### config.mk
export PLATFORM = sky130hd
export DESIGN_NAME = pipe_stage_reg
export DESIGN_NICKNAME = d
export VERILOG_FILES = /design/src/rtl/pipe_stage_reg.sv
export SDC_FILE = /design/constraint.sdc
export NUM_CORES = 1
export LEC_CHECK = 0
export CORE_AREA = 4 4 93 131
export DETAILED_ROUTE_END_ITERATION = 10
export DIE_AREA = 0 0 97 135
export GPL_TIMING_DRIVEN = 0
export PLACE_DENSITY = 0.81
export SYNTH_ARGS = -nofsm -noshare
export SYNTH_HDL_FRONTEND = slang
export SYNTH_SLANG_ARGS = --single-unit
export TNS_END_PERCENT = 50
### constraint.sdc
create_clock -name clk -period 3.4 [get_ports clk]
set_input_delay 1.02 -clock clk [delete_from_list [all_inputs] [get_ports clk]]
set_output_delay 1.02 -clock clk [all_outputs]
set_load 0.01 [all_outputs]
### src/rtl/pipe_stage_reg.sv
// Pipeline stage register with valid/ready handshake, two-entry skid buffer,
// synchronous flush and occupancy output.
module pipe_stage_reg #(
   parameter int               WIDTH       = 64,
   parameter logic [WIDTH-1:0] RESET_VALUE = '0
) (
   input  logic             clk,
   input  logic             rst_n,
   input  logic             i_flush,
   input  logic             i_in_valid,
   output logic             o_in_ready,
   input  logic [WIDTH-1:0] i_in_data,
   output logic             o_out_valid,
   input  logic             i_out_ready,
   output logic [WIDTH-1:0] o_out_data,
   output logic [1:0]       o_occupancy
);

   typedef enum logic [1:0] {
      EMPTY = 2'd0,
      ONE   = 2'd1,
      FULL  = 2'd2
   } state_t;

   state_t           r_state;
   logic             r_out_valid;
   logic             r_in_ready;
   logic [WIDTH-1:0] r_main;
   logic [WIDTH-1:0] r_skid;

   logic w_in_fire;
   logic w_out_fire;

   assign w_in_fire  = i_in_valid & r_in_ready;
   assign w_out_fire = r_out_valid & i_out_ready;

   // Handshake flags are registered alongside the state so that in_ready
   // never depends combinationally on out_ready; the skid entry absorbs
   // the one-cycle-late backpressure.
   always_ff @(posedge clk or negedge rst_n) begin
      if (!rst_n) begin
         r_state     <= EMPTY;
         r_out_valid <= 1'b0;
         r_in_ready  <= 1'b1;
         r_main      <= RESET_VALUE;
         r_skid      <= RESET_VALUE;
      end else if (i_flush) begin
         r_state     <= EMPTY;
         r_out_valid <= 1'b0;
         r_in_ready  <= 1'b1;
      end else begin
         case (r_state)
            EMPTY: begin
               if (w_in_fire) begin
                  r_main      <= i_in_data;
                  r_state     <= ONE;
                  r_out_valid <= 1'b1;
                  r_in_ready  <= 1'b1;
               end
            end
            ONE: begin
               if (w_in_fire && w_out_fire) begin
                  r_main <= i_in_data;
               end else if (w_in_fire) begin
                  r_skid     <= i_in_data;
                  r_state    <= FULL;
                  r_in_ready <= 1'b0;
               end else if (w_out_fire) begin
                  r_state     <= EMPTY;
                  r_out_valid <= 1'b0;
               end
            end
            FULL: begin
               if (w_out_fire) begin
                  r_main     <= r_skid;
                  r_state    <= ONE;
                  r_in_ready <= 1'b1;
               end
            end
            default: begin
               r_state     <= EMPTY;
               r_out_valid <= 1'b0;
               r_in_ready  <= 1'b1;
            end
         endcase
      end
   end

   assign o_in_ready  = r_in_ready;
   assign o_out_valid = r_out_valid;
   assign o_out_data  = r_main;
   assign o_occupancy = r_state;

endmodule
# Word-level counts from Yosys, hierarchy flattened
# Cells that the tools add are included.
totals:
  ff_bits: 132
  output_inout_bits: 68
  elab_cells: 52
  in_bits: 69
classes:
  n_reduce_logical: 8
  mux: 22
  bitwise_logic: 4
  n_eq_ne: 13
op_table:
  columns: ["operator", "count"]
  rows:
  - ["$mux W64", 3]
  - ["$pmux W64 S3", 1]
  - ["$ne A3 B3 Y1 const B", 6]
  - ["$mux W2", 6]
  - ["$reduce_and A4 Y1", 3]
  - ["$reduce_and A5 Y1", 2]
  - ["$mux W1", 9]
  - ["$ne A2 B2 Y1 const B", 4]
  - ["$pmux W1 S3", 2]
  - ["$pmux W2 S3", 1]
  - ["$ne A4 B4 Y1 const B", 1]
  - ["$reduce_bool A3 Y1", 1]
  - ["$and A1 B1 Y1", 2]
  - ["$eq A2 B1 Y1 const B", 1]
  - ["$eq A2 B2 Y1 const B", 1]
  - ["$logic_not A2 Y1", 1]
  - ["$not A1 Y1", 2]
  - ["$logic_and A1 B1 Y1", 1]

# Depth between registers and ports, before layout
depth:
  word_depth: 6
  mapped_depth: 6
  ltp_nobuf: 4

# Worst setup path before layout
# OpenSTA, ideal clock, no wires.
synth_timing:
  kind: "input to register"
  from: "input i_flush"
  to: "register r_skid[10]"
  slack_ns: 1.170
  setup_ns: 0.125
  arrival_time_ns: 2.105
  path_buffers: 2
  cell_stages: 5
  required_ns: 3.275
  path_cell_list: "nand4bb_1 > a211o_2 > buf_6 > buf_12 > mux2_4"
synth_between:
  elab_chain_cells: 2
synth_rtl:
  columns: ["item", "line", "source"]
  rows:
  - ["start: declaration", "9", "input logic i_flush,"]
  - ["$not A1 Y1 (no line)", null, null]
  - ["$reduce_and A4 Y1 (no line)", null, null]
  - ["end signal: assignment", "65", "r_skid <= i_in_data;"]
  - ["end: declaration", "29", "logic [WIDTH-1:0] r_skid;"]
# No other way between the ends.
# A chain may end at the register's enable or synchronous reset.

# Worst setup path in the final report
layout_timing:
  from: "input i_flush"
  to: "register r_main[62], in the netlist o_out_data[62]"
layout_between:
  elab_chain_cells: 2
layout_rtl:
  columns: ["item", "line", "source"]
  rows:
  - ["$not A1 Y1 (no line)", null, null]
  - ["$reduce_and A5 Y1 (no line)", null, null]
  - ["end signal: assignment", "55", "r_main <= i_in_data;"]
  - ["end signal: assignment", "63", "r_main <= i_in_data;"]
  - ["end signal: assignment", "75", "r_main <= r_skid;"]
  - ["end: declaration", "28", "logic [WIDTH-1:0] r_main;"]
# No other way between the ends.

==> results.ini <==
[place]
gp_congestion=0.801
pre_cts_slack_ns=0.431
dp_hpwl_um=9280
place.port_buffers=136

[grt]
grt_pass1_wl_um=23100
grt_max_degree=71
track_usage_pct=22.0
antenna_found_initial=0
grt_pass1_vias=4542
grt_overflow=0

[synthesis]
syn_nets=510
synth_area_leaders=dfrtp_1, mux2_4, mux2i_1
synth_top_area_share_pct=56.2
ys_ff_latch=132
ys_types=27
yosysSeqAreaShare_pct=56.6
yosys_warnings=0
synth_area_um2=5840
syn_area_per_cell_um2=13.2
netlist_instances=441
synth.largest_area_cell=dfrtp_1

[clock_tree]
clock_latency_ns=0.41
cts_buffers=17
cts_setup_buffers=0
cts_resized=0
cts_root_buf=clkbuf_16
holdBufCountCts=0
cts_max_path_buffers=2
h-tree-depth=4
clock_sinks=132
cts_tree=yes
clk_pin_slew_ns=0.06

[floorplan]
die_area_um2=13100
fp.dieH_um=135
fp-row-count=46
ioPinCount=137
core_region_area_um2=11100
start_util_pct=52.6
die_w_um=97

[power]
power_density_nw_per_um2=901
irDropWorstVdd_mv=0.533
power_leakage_nw=3.54

[routing]
detail-route-antenna-nets=0
vias=4011
drt-total-wl_um=13800
drt_iter0_drc=127
wl_per_cell_um=18.2
first_pass_iters=4
drc_errors=0
via_per_inst=5.32

[timing]
clock-skew-final_ns=0.00998
fmax_ghz=0.385
finalCritPeriodShare_pct=76.4
maxSlewViolCount=0
setup_ws_ns=0.803
finalCriticalPeriod_ns=2.60
rsz0062_at_grt=false
maxSlewHeadroom_pct=61.0
finalSetupViolations=0
finalHoldViolCount=0
worstMarginPinSlew_ns=0.585
fin_hold_ws_ns=0.507

[min_path]
min_from=r_skid[63]
hp-class=flip-flop to flip-flop

[worst_setup_path]
critPathArrivalTime_ns=2.86
cp_slowest_cell=clkdlybuf4s50_1
cp-startpoint=i_flush
path_delay_family=buffers and inverters
r2r_slack_ns=1.48
cp_max_fo=10
endpoint_kind=flip-flop
cp.buffers_inverters=3
r2r_start=o_in_ready
cp-start-kind=primary input
cp_data_required_time_ns=3.66
crit_chain=clkdlybuf4s50_1 -> nand4bb_1 -> o22ai_1 -> buf_2 -> clkbuf_1 -> a21oi_1
critical_path_class=primary input to flip-flop
cp_slowest_stage_delay_ns=0.52

[layout]
final_core_util_pct=72.7
antenna_cells=0
layout_commonest_cell=clkdlybuf4s50_1
nets=666
num-fill-cells=750
syn_to_final_growth_pct=38.3
drive_above_1_share_pct=20.7
layout_common_cells=clkdlybuf4s50_1, dfrtp_1, nor2_1

[job]
maxCapViolCount=0

[outcome]
outcome=finished, final reports clean

==> synth_stat cells, drive strengths merged <==
library cell,instances
o21bai,1
mux2,64
and2b,1
a21boi,1
nand4b,1
a31oi,1
inv,3
mux2i,64
o21ai,1
clkbuf,4
nor2,68
nand2,1
nor2b,1
o22ai,2
a211o,1
xor2,1
a21oi,66
buf,24
a22oi,1
a211oi,1
dfstp,1
dfrtp,131
or3,1
nand4bb,1
==> flip-flops by register name, summed over array words and instances (netlist names) <==
register / flops
o_out_valid: 1
o_out_data: 64
r_skid: 64
o_occupancy: 2
o_in_ready: 1
==> worst register-to-register path: cells and delay by family (launching register included) <==
kind	cells	cell delay [ns]
DFF	1	0.58
buffers and inverters	2	0.73
and+or+nand+nor	1	0.14
AOI/OAI and AO/OA	2	0.32
==> through the flow <==
stage / instance area [um^2] / power [mW] / instances / TNS (ns)
CTS: 8070 / 7.33 / 754 / 0
floorplan: 5840 / 4.01 / 441 / 0
finish: 8070 / 7.27 / 754 / 0
global route: 8070 / 7.66 / 754 / 0
detailed placement: 7410 / 5.23 / 722 / 0
global placement: 7380 / 5.11 / 721 / -487.17
==> routing by layer <==
layer / global-route usage (%) / vias up / part of all wire, %
li1: - / 1843 / -
met1: 25.8 / 2027 / 40
met2: 38.5 / 121 / 52
met3: 7.08 / 20 / 5.8
met4: 6.71 / 0 / 1.6
met5: 0 / - / 0
==> final timing paths <==
check                            endpoint  cells past startpoint
setup / recovery           o_out_data[62]                      6
hold / removal                 r_skid[63]                      1
setup reg to reg           o_out_data[62]                      5
hold reg to reg                r_skid[63]                      1
max in group asynchronous      o_in_ready                      2
min in group asynchronous       r_skid[6]                      1
==> power breakdown <==
group          switching [mW]  internal [mW]
clock                   0.718           1.33
combinational           0.915           1.50
sequential              0.471           2.34
total                    2.10           5.17
==> final cells by class <==
cell class / count / area [um^2] / share of cell area [%]
Inverter: 3 / 11.3 / 0.139
Timing Repair Buffer: 137 / 1390 / 17.2
Clock buffer: 18 / 439 / 5.44
Multi-Input combinational cell: 278 / 2290 / 28.4
Sequential cell: 132 / 3300 / 40.9
Clock inverter: 14 / 225 / 2.79
Tap cell: 144 / 180 / 2.23
Buffer: 28 / 231 / 2.87
==> logic make-up after synthesis <==
group                  synth area share [%]
XOR/XNOR                              0.150
multiplexers                           27.2
buffers and inverters                  4.16
AO/OA/AOI/OAI                          6.75
flip-flops                             56.6
AND/OR/NAND/NOR                        5.17
(Power assumes the default switching activity.)
==> RTL change (same settings) <==
Set the parameter `WIDTH` to 32 (it was 64).
--- a/src/rtl/pipe_stage_reg.sv
+++ b/src/rtl/pipe_stage_reg.sv
@@ -3,3 +3,3 @@
 module pipe_stage_reg #(
-   parameter int               WIDTH       = 64,
+   parameter int               WIDTH       = 32,
    parameter logic [WIDTH-1:0] RESET_VALUE = '0
Interface: changed (resized i_in_data and o_out_data); port bits go from 137 to 73. The function was not compared with the original's and may differ.
==> RTL change against the original RTL <==
Sequential cell count down 64. Clock skew down 5.7 ps. Power shrank 52%. Largest cell class unchanged. Setup slack worse by 23 ps. Core utilization shrank 33 points. Count of clock-buffer cells in the layout fell by 6. Final area down 46%. Fmax decreased by 0.89%. Synthesized area is 45% lower. Wire length shrank 50%. Highest routed layer unchanged. Via count down 52%. Largest power group unchanged.
==> RTL change: results (changes against the original RTL) <==
post-synthesis mux area share=37.3% (+10 points); Worst Hold End=o_out_data[24]$_DFFE_PN0P_; clk_lat worst skew=320 ps (-90 ps); Post-synth top cells=67 x dfrtp_1, 65 x mux2_2, 30 x mux2_4; Syn Inst Count=200 (-55%); Leakage=1.90 nW (-46%); status=finished clean; nets@finish=320 (-52%); pre-CTS WS=442 ps (+11.2 ps); Post-Place Cells=416 (-42%); proportion of layout cells with a drive suffix above 1=43.0% (+22 points); worst r2r src=o_occupancy[1]$_DFFE_PN0P_; WL met3=340 um (-57%); sequential element share of the synthesized area=53.2% (-3.4 points); WL met1=3020 um (-46%); CTS Buf Count=9 (-8); met2 WL=3340 um (-54%); first-pass GRT wire length=11500 um (-50%); Arrival @ worst endpoint=2820 ps (-40 ps); M1 GR Usage=13.8% (-12 points); crit path time final=2620 ps (+23.2 ps); level count of the clock H-tree=3 (-1); post-synthesis compound-gate area fraction=3.24% (-3.5 points); via-per-instance ratio=4.46 (-16%); CP endpoint=o_out_data[20]$_DFFE_PN0P_; WHS=490 ps (-16.7 ps); largest net degree at the start of global routing=69 (-2.8%); PortBufs=72 (-47%); Worst Setup SP=i_out_ready; number of global-route vias before repair=2183 (-52%); DPL Wire Length=4710 um (-49%); clk_skew=4.30 ps (-5.68 ps); CP max stage delay=550 ps (+30 ps); hold_sp=o_out_data[24]$_DFFE_PN0P_; filler cell count=1050 (+40%)
RTL change: cell count changes after synthesis, moves of 2 or more:
cell	delta
mux2_2	+61
clkbuf_1	-3
a21oi_1	-63
buf_12	-3
buf_2	-14
dfrtp_1	-64
o22ai_1	-2
nor2_1	-65
inv_1	-2
mux2i_1	-64
mux2_4	-30
buf_6	+3
RTL change: final cells by class:
cell class	instances	area share, %
Clock buffer	12	5.84
Inverter	1	0.0855
Sequential cell	68	38.8
Clock inverter	2	0.798
Tap cell	144	4.10
Buffer	11	2.82
Multi-Input combinational cell	120	31.2
Timing Repair Buffer	72	16.4
RTL change: critical path, delay by kind of cell:
family,cells,cell delay [ps]
AOI/OAI and AO/OA,2,670
muxes,1,350
buffers and inverters,2,770
RTL change: power by group:
group	switching, mW	leakage, nW	internal [mW]	total, mW
Sequential	0.205	0.810	1.19	1.40
Clock	0.319	0.145	0.598	0.917
Combinational	0.379	0.942	0.822	1.20
Total	0.903	1.90	2.62	3.52
